`src/rtl/press_arbiter.sv`:
```
// press_arbiter
//   Round-robin scheduler sharing the single press input of the press-counter
//   FSM among N_REQ button requesters. Each grant issues one PULSE_LEN-cycle
//   press, then watches the FSM count/err outputs for a response, reports the
//   outcome, and enforces a GAP_LEN-cycle recovery gap before re-arbitrating.
//
// Ports
//   i_clk        system clock, rising edge
//   i_rst        asynchronous active-high reset
//   i_req        level requests, one bit per requester
//   i_fsm_count  FSM count output
//   i_fsm_err    FSM err output
//   o_press      drives the FSM press input
//   o_grant      one-hot grant, zero when not serving
//   o_busy       high whenever not idle
//   o_done       one-cycle pulse when the response window closes
//   o_result     outcome valid with o_done: 01 ok, 10 fsm error, 11 timeout
//   o_last_id    index of the most recently granted requester
module press_arbiter #(
    parameter int N_REQ     = 4,
    parameter int PULSE_LEN = 2,
    parameter int WAIT_MAX  = 16,
    parameter int GAP_LEN   = 3
) (
    input  logic                       i_clk,
    input  logic                       i_rst,
    input  logic [N_REQ-1:0]           i_req,
    input  logic [7:0]                 i_fsm_count,
    input  logic [7:0]                 i_fsm_err,
    output logic                       o_press,
    output logic [N_REQ-1:0]           o_grant,
    output logic                       o_busy,
    output logic                       o_done,
    output logic [1:0]                 o_result,
    output logic [$clog2(N_REQ)-1:0]   o_last_id
);

    localparam int ID_W = $clog2(N_REQ);
    localparam int PW   = $clog2(PULSE_LEN + 1);
    localparam int WW   = $clog2(WAIT_MAX + 1);
    localparam int GW   = $clog2(GAP_LEN + 1);

    localparam logic [ID_W:0]   N_EXT      = (ID_W + 1)'(N_REQ);
    localparam logic [ID_W-1:0] LAST_IDX   = ID_W'(N_REQ - 1);
    localparam logic [PW-1:0]   PULSE_LAST = PW'(PULSE_LEN - 1);
    localparam logic [WW-1:0]   WAIT_LAST  = WW'(WAIT_MAX - 1);
    localparam logic [GW-1:0]   GAP_LAST   = GW'(GAP_LEN - 1);

    localparam logic [1:0] S_IDLE  = 2'd0;
    localparam logic [1:0] S_PULSE = 2'd1;
    localparam logic [1:0] S_WAIT  = 2'd2;
    localparam logic [1:0] S_GAP   = 2'd3;

    logic [1:0]        r_state;
    logic              r_press;
    logic [N_REQ-1:0]  r_grant;
    logic              r_busy;
    logic              r_done;
    logic [1:0]        r_result;
    logic [ID_W-1:0]   r_last_id;
    logic [ID_W-1:0]   r_ptr;
    logic [7:0]        r_cnt_snap;
    logic [7:0]        r_err_snap;
    logic [PW-1:0]     r_pulse_cnt;
    logic [WW-1:0]     r_wait_cnt;
    logic [GW-1:0]     r_gap_cnt;

    // Requests rotated so that bit 0 is the requester at the pointer; the
    // lowest set bit of the rotated vector is then the round-robin winner.
    logic [ID_W:0]     w_rsum [N_REQ];
    logic [ID_W-1:0]   w_ridx [N_REQ];
    logic [N_REQ-1:0]  w_rot;
    logic [N_REQ-1:0]  w_onehot;

    genvar gi;
    generate
        for (gi = 0; gi < N_REQ; gi++) begin : g_rot
            assign w_rsum[gi] = {1'b0, r_ptr} + (ID_W + 1)'(gi);
            assign w_ridx[gi] = (w_rsum[gi] >= N_EXT) ? ID_W'(w_rsum[gi] - N_EXT)
                                                      : w_rsum[gi][ID_W-1:0];
            assign w_rot[gi]  = i_req[w_ridx[gi]];
        end
    endgenerate

    logic [ID_W-1:0] w_off;
    logic            w_found;
    always_comb begin
        w_off   = '0;
        w_found = 1'b0;
        // Descending scan: the last hit is the lowest offset, i.e. nearest to ptr.
        for (int k = N_REQ - 1; k >= 0; k--) begin
            if (w_rot[k]) begin
                w_off   = ID_W'(k);
                w_found = 1'b1;
            end
        end
    end

    logic [ID_W:0]   w_sum;
    logic [ID_W-1:0] w_sel;
    logic [ID_W-1:0] w_ptr_next;
    assign w_sum      = {1'b0, r_ptr} + {1'b0, w_off};
    assign w_sel      = (w_sum >= N_EXT) ? ID_W'(w_sum - N_EXT) : w_sum[ID_W-1:0];
    assign w_ptr_next = (w_sel == LAST_IDX) ? '0 : w_sel + 1'b1;

    generate
        for (gi = 0; gi < N_REQ; gi++) begin : g_onehot
            assign w_onehot[gi] = (w_sel == ID_W'(gi));
        end
    endgenerate

    // Response classification; error outranks a count change, which outranks timeout.
    logic w_err_hit, w_cnt_hit, w_timeout;
    assign w_err_hit = (i_fsm_err != r_err_snap);
    assign w_cnt_hit = (i_fsm_count != r_cnt_snap);
    assign w_timeout = (r_wait_cnt == WAIT_LAST);

    always_ff @(posedge i_clk or posedge i_rst) begin
        if (i_rst) begin
            r_state     <= S_IDLE;
            r_press     <= 1'b0;
            r_grant     <= '0;
            r_busy      <= 1'b0;
            r_done      <= 1'b0;
            r_result    <= 2'b00;
            r_last_id   <= '0;
            r_ptr       <= '0;
            r_cnt_snap  <= 8'h00;
            r_err_snap  <= 8'h00;
            r_pulse_cnt <= '0;
            r_wait_cnt  <= '0;
            r_gap_cnt   <= '0;
        end else begin
            r_done <= 1'b0;
            case (r_state)
                S_IDLE: begin
                    if (w_found) begin
                        r_grant     <= w_onehot;
                        r_last_id   <= w_sel;
                        r_ptr       <= w_ptr_next;
                        r_press     <= 1'b1;
                        r_busy      <= 1'b1;
                        r_cnt_snap  <= i_fsm_count;
                        r_err_snap  <= i_fsm_err;
                        r_pulse_cnt <= '0;
                        r_state     <= S_PULSE;
                    end
                end
                S_PULSE: begin
                    if (r_pulse_cnt == PULSE_LAST) begin
                        r_press    <= 1'b0;
                        r_wait_cnt <= '0;
                        r_state    <= S_WAIT;
                    end else begin
                        r_pulse_cnt <= r_pulse_cnt + 1'b1;
                    end
                end
                S_WAIT: begin
                    if (w_err_hit || w_cnt_hit || w_timeout) begin
                        r_done    <= 1'b1;
                        r_grant   <= '0;
                        r_result  <= w_err_hit ? 2'b10 : (w_cnt_hit ? 2'b01 : 2'b11);
                        r_gap_cnt <= '0;
                        r_state   <= S_GAP;
                    end else begin
                        r_wait_cnt <= r_wait_cnt + 1'b1;
                    end
                end
                S_GAP: begin
                    if (r_gap_cnt == GAP_LAST) begin
                        r_busy  <= 1'b0;
                        r_state <= S_IDLE;
                    end else begin
                        r_gap_cnt <= r_gap_cnt + 1'b1;
                    end
                end
                default: r_state <= S_IDLE;
            endcase
        end
    end

    assign o_press   = r_press;
    assign o_grant   = r_grant;
    assign o_busy    = r_busy;
    assign o_done    = r_done;
    assign o_result  = r_result;
    assign o_last_id = r_last_id;

endmodule

```
`config.mk`:
```
export PLATFORM = sky130hd
export DESIGN_NAME = press_arbiter
export DESIGN_NICKNAME = d
export VERILOG_FILES = /design/src/rtl/press_arbiter.sv
export SDC_FILE = /design/constraint.sdc
export NUM_CORES = 1
export LEC_CHECK = 0
export ABC_AREA = 1
export CORE_AREA = 2 2 67 69
export CTS_BUF_LIST = sky130_fd_sc_hd__clkbuf_4 sky130_fd_sc_hd__clkbuf_8
export DETAILED_ROUTE_END_ITERATION = 10
export DIE_AREA = 0 0 69 71
export PLACE_DENSITY_LB_ADDON = 0.05
export SLEW_MARGIN = 20
export SYNTH_ARGS = -nofsm -noshare
export SYNTH_HDL_FRONTEND = slang
export SYNTH_SLANG_ARGS = --single-unit
```
`constraint.sdc`:
```
create_clock -name i_clk -period 5.6 [get_ports i_clk]
set_input_delay 1.12 -clock i_clk [delete_from_list [all_inputs] [get_ports i_clk]]
set_output_delay 1.12 -clock i_clk [all_outputs]
set_load 0.01 [all_outputs]
```
### Yosys cells after proc, flatten, opt, wreduce, memory -nomap -nowiden

Index checks and enable logic that the tools add are counted.
W data, S select, Z words.

* add/subtract/negate cells: 13
* order comparisons: 9
* eq/ne operators: 18
* mux-type cells: 48
* reduce and logical (&&, ||, !) cells: 18

Operators by type and width (number)
* $mux W2: 20
* $reduce_and A3 Y1: 6
* $ne A8 B8 Y1: 2
* $ne A2 B2 Y1 const B: 7
* $mux W1: 13
* $ge A3 B3 Y1 const B: 4
* $lt A2 B3 Y1 const B: 4
* $eq A2 B2 Y1 const B: 5
* $mux W5: 2
* $pmux W5 S2: 1
* $reduce_bool A2 Y1: 5
* $sub A2 B1 Y2 const B: 5
* $bmux W1 S2: 4
* $mux W4: 2
* $pmux W2 S2: 2
* $pmux W2 S4: 1
* $pmux W4 S2: 1
* $add A2 B1 Y2 const B: 3
* $add A2 B2 Y3 const B: 2
* $eq A2 B1 Y1 const B: 3
* $add A5 B1 Y5 const B: 1
* $eq A5 B4 Y1 const B: 1
* $logic_not A2 Y1: 2
* $pmux W1 S2: 2
* 6 further kinds: 8

* flip-flop bits (word level): 40
* input bits: 22
* output and inout port bits: 11
* word-level logic and storage cells: 119

### Longest topological paths before layout

* word-level depth: 15
* mapped depth: 15

### Least setup slack after synthesis

No wires, ideal clock.

* path type: input port to flip-flop
* start: input i_req[0]
* end: register r_grant[1] (netlist: o_grant[1])
* setup time: 0.117 ns
* arrival time: 2.312 ns
* required time: 5.483 ns
* setup slack: 3.171 ns
* stages on the path: 14
* path through: inv_1 > nand2_1 > nand2_1 > nand2_1 > nand2_1 > a21oi_1 > nor2_1 > ha_1 > xor2_1 > nand3b_1 > nand2_2 > inv_1 > nand3_1 > nand2_1

* cells in the longest elaborated chain, start to end: 12

RTL lines
* from (decl): line 27 `input logic [N_REQ-1:0] i_req,`
* $bmux W1 S2: line 81 `assign w_rot[gi] = i_req[w_ridx[gi]];`
* $mux W1 (not written as such): line 81
* $mux W2 (4 in a row): line 92 `if (w_rot[k]) begin`
* $add A2 B2 Y3: line 102 `assign w_sum = {1'b0, r_ptr} + {1'b0, w_off};`
* $ge A3 B3 Y1 or $sub A2 B1 Y2 (tied branches): line 103 `assign w_sel = (w_sum >= N_EXT) ? ID_W'(w_sum - N_EXT) : w_sum[ID_W-1:0];`
* $mux W2: line 103
* $eq A2 B1 Y1: line 108 `assign w_onehot[gi] = (w_sel == ID_W'(gi));`
* $mux W4: line 137 `if (w_found) begin`
* $pmux W4 S2: line 135 `case (r_state)`
* to (signal assigned): line 138 `r_grant <= w_onehot;`
* to (decl): line 56 `logic [N_REQ-1:0] r_grant;`

Parallel ways exist; a longest one is shown, timed or not. The select of a mux whose other input is x is not followed.
A chain may end at the register's enable or synchronous reset.

### Worst setup path in the final report

Ends and elaborated chain as after synthesis.

==> summary.md <==
| Metric | Value |
|---|---|
| Synthesized area per cell | 7.56 um^2 |
| Port Buf Inserts | 32 |
| Least-Margin Pin Slew | 0.499 ns |
| Clk sinks | 40 |
| Filler Cells Inserted | 360 |
| Slowest stage cell, crit path | clkdlybuf4s50_1 |
| CP top delay family | simple AND/OR/NAND/NOR gates |
| Asr flop ratio synth | 1.00 |
| Setup crit end kind | flop |
| Maximum vdd drop | 0.266 mV |
| CP bufs+invs | 3 |
| First-pass GRT wire length | 8120 um |
| Clk pwr share | 0.146 |
| Hold Fails Final Rpt | 0 |
| Fmax | 359 MHz |
| CTS tree | done |
| Post-DP HPWL | 3430 um |
| Switch Pwr | 753 uW |
| Worst reg-to-reg path cell count | 14 |
| Worst setup skew after layout | 0.00322 ns |
| First-pass DRT Iterations | 4 |
| Total track usage | 0.206 |
| CTS buffer count | 5 |
| Fin nets | 385 |
| Final Util | 0.679 |
| Root Buffer | clkbuf_8 |
| Core Area | 4200 um^2 |
| Pint | 882 uW |
| RSZ-0062 raised after global routing | false |
| Final slew viol count | 0 |
| Ys flop type | dfrtp_1 |
| CP max stage delay | 0.48 ns |
| Mapped Cells | 318 |
| Post-Layout Inst Area | 2860 um^2 |
| Worst Setup Path Type | in2reg |
| Cell area after synthesis | 2400 um^2 |
| Layout area overhead | 18.8% |
| Net count after synthesis | 350 |
| Die Wd | 69 um |
| Site Rows | 24 |
| EDFF count, synth | 0 |
| DR DRC count | 0 |
| Minimum clock period | 2.79 ns |
| Fin crit share | 0.497 |
| Comb pwr share | 0.549 |
| Post-synth top cells | nand2_1, dfrtp_1, inv_1, nor2_1, nand3_1 |
| Io pins | 33 |
| Sw frac | 0.461 |
| Post-synth top area cell | dfrtp_1 |
| Die Ht | 71 um |
| Post-CTS Setup Inserts | 0 |
| Crit start category | primary input |
| Status | finished clean |
| Max Cap Viol | 0 |
| DRT iter0 DRCs | 131 |
| Initial core utilization | 0.572 |
| Worst-path clk slew | 0.08 ns |
| Worst endpoint required time | 5.79 ns |
| Hold Crit Class | reg2reg |
| Launching point of the worst reg2reg path | r_ptr[0] |
| Multi-input gate area | 1230 um^2 |
| DIE AREA | 4900 um^2 |
| Top cell by count, worst path | nand2_1 |
| Reg-to-Reg End | o_grant[1] |
| Initial antenna violation count | 0 |
| Largest net degree at the start of global routing | 41 |
| Power Total | 1.63 mW |
| Crit-path max FO | 5 |
| Antenna cells | 0 |
| Via density | 4.85 |
| Worst Hold Launch | r_gap_cnt[1] |
| Seq/Total Area, Yosys | 0.416 |
| Overflow left after global routing | 0 |
| Syn. warnings | 0 |
| Arr. time, crit path | 2.97 ns |
| Crit path from | i_req[0] |
| Fraction of layout instances using a drive strength above 1 | 0.0876 |
| Finish-stage setup viols | 0 |
| Maximum buffer depth of the clock tree | 2 |
| Antenna viol nets, final | 0 |
| Number of global-route vias before repair | 1,878 |
| #FFs+latches synth | 40 |
| Crit path to | o_grant[1] |
| H-Tree Depth | 2 |
| WL/cell | 11.4 um |
| Cts hold-fix bufs | 0 |
| CP Cell Sequence | clkdlybuf4s50_1 -> inv_1 -> nand2_1 -> nand2_1 -> nand2_1 -> nand2_1 -> a21oi_1 -> nor2_1 -> ha_1 -> xor2_1 -> nand3b_1 -> nand2_2 -> inv_1 -> nand3_1 -> nand2_1 |
| Clk_lat worst skew | 0.30 ns |
| Final setup TNS | 0 ns |
| P_leak | 1.53 nW |
| WP depth | 15 |
| Placed cell areas | 2740 um^2 |
| Final WL | 4620 um |
| Gpl congestion | 0.812 |
| Top cell type's share of synthesized area | 0.416 |
| Synth area leaders | dfrtp_1, nand2_1, xor2_1 |
| Vias | 1,969 |
| R2r setup slk | 3.39 ns |
| # resized after CTS | 0 |
| Most frequent cell after synthesis | nand2_1 |
| Register area | 1000 um^2 |
| Pwr dens | 573 nW/um^2 |
| Library cells used by synthesis | 27 |
| Seq pwr share | 0.305 |
| Slew HR | 0.667 |
-- layer usage --
metal,up-vias,GRT usage,wire [um]
met5,-,0,0
met4,0,0.0654,65
met3,6,0.0484,131
met2,26,0.348,2240
met1,890,0.263,2190
li1,1047,-,-
-- power by group through the flow --
| stage | combinational [mW] | clock [mW] | sequential [mW] |
|---|---|---|---|
| after global routing | 1.03 | 0.256 | 0.513 |
| final | 0.897 | 0.239 | 0.499 |
| after CTS | 0.908 | 0.243 | 0.498 |
| after floorplan | 0.728 | 0 | 0.486 |
| after detailed placement | 0.899 | 0 | 0.504 |
| after global placement | 0.874 | 0 | 0.500 |
-- stage by stage --
step	hold WS [ns]	cells	worst slack (ns)
after floorplan	0.442	318	3.17
after global placement	0.455	398	2.57
after detailed placement	0.461	398	2.51
after CTS	0.481	406	2.82
after global routing	0.495	406	2.61
final	0.477	406	2.81
-- layout by cell type, fill, tap and decap left out, types with 2 or more instances in the layout --
cell type | netlist | final
a21oi_1 | 2 | 2
clkbuf_8 | 0 | 5
clkdlybuf4s50_1 | 0 | 32
dfrtp_1 | 40 | 40
ha_1 | 10 | 10
inv_1 | 28 | 28
nand2_1 | 142 | 142
nand2_2 | 9 | 9
nand3_1 | 19 | 19
nand3b_1 | 4 | 4
nor2_1 | 20 | 20
nor2_4 | 2 | 2
o21ai_0 | 7 | 7
o21ai_2 | 2 | 2
xor2_1 | 16 | 16
-- flip-flops by register name (all words and copies together) (netlist names) --
name,cells
r_cnt_snap,8
r_err_snap,8
r_wait_cnt,5
o_grant,4
o_last_id,2
o_result,2
r_gap_cnt,2
r_ptr,2
r_pulse_cnt,2
r_state,2
o_busy,1
o_done,1
o_press,1
-- cell families after synthesis --
family / share of synthesized area
compound gates: 0.0312
xor+xnor: 0.0583
fa+ha+maj: 0.0521
buf+inv: 0.0734
simple gates: 0.369
flops: 0.416
-- worst min-delay path: cells and delay by family (launching register included) --
kind | cells | cell delay (ns)
flops | 1 | 0.35
simple gates | 2 | 0.10
-- area by class of cell --
class	count	area share
multi-input cells	242	0.429
flip-flops and latches	40	0.351
repair buffers	33	0.115
inverters	31	0.0434
clock buffers	5	0.0241
well taps	52	0.0228
clock inverters	3	0.0149
-- how the worst min path moves through the flow --
stage | to | slack (ns) | cells past startpoint
2_1_floorplan | r_gap_cnt[0] | 0.44 | 2
3_3_place_gp | r_gap_cnt[0] | 0.46 | 2
3_5_place_dp | o_press | 0.46 | 2
4_1_cts | r_gap_cnt[0] | 0.48 | 2
5_1_grt | r_gap_cnt[0] | 0.50 | 2
6_report | r_gap_cnt[1] | 0.48 | 2
(Power assumes the default switching activity.)
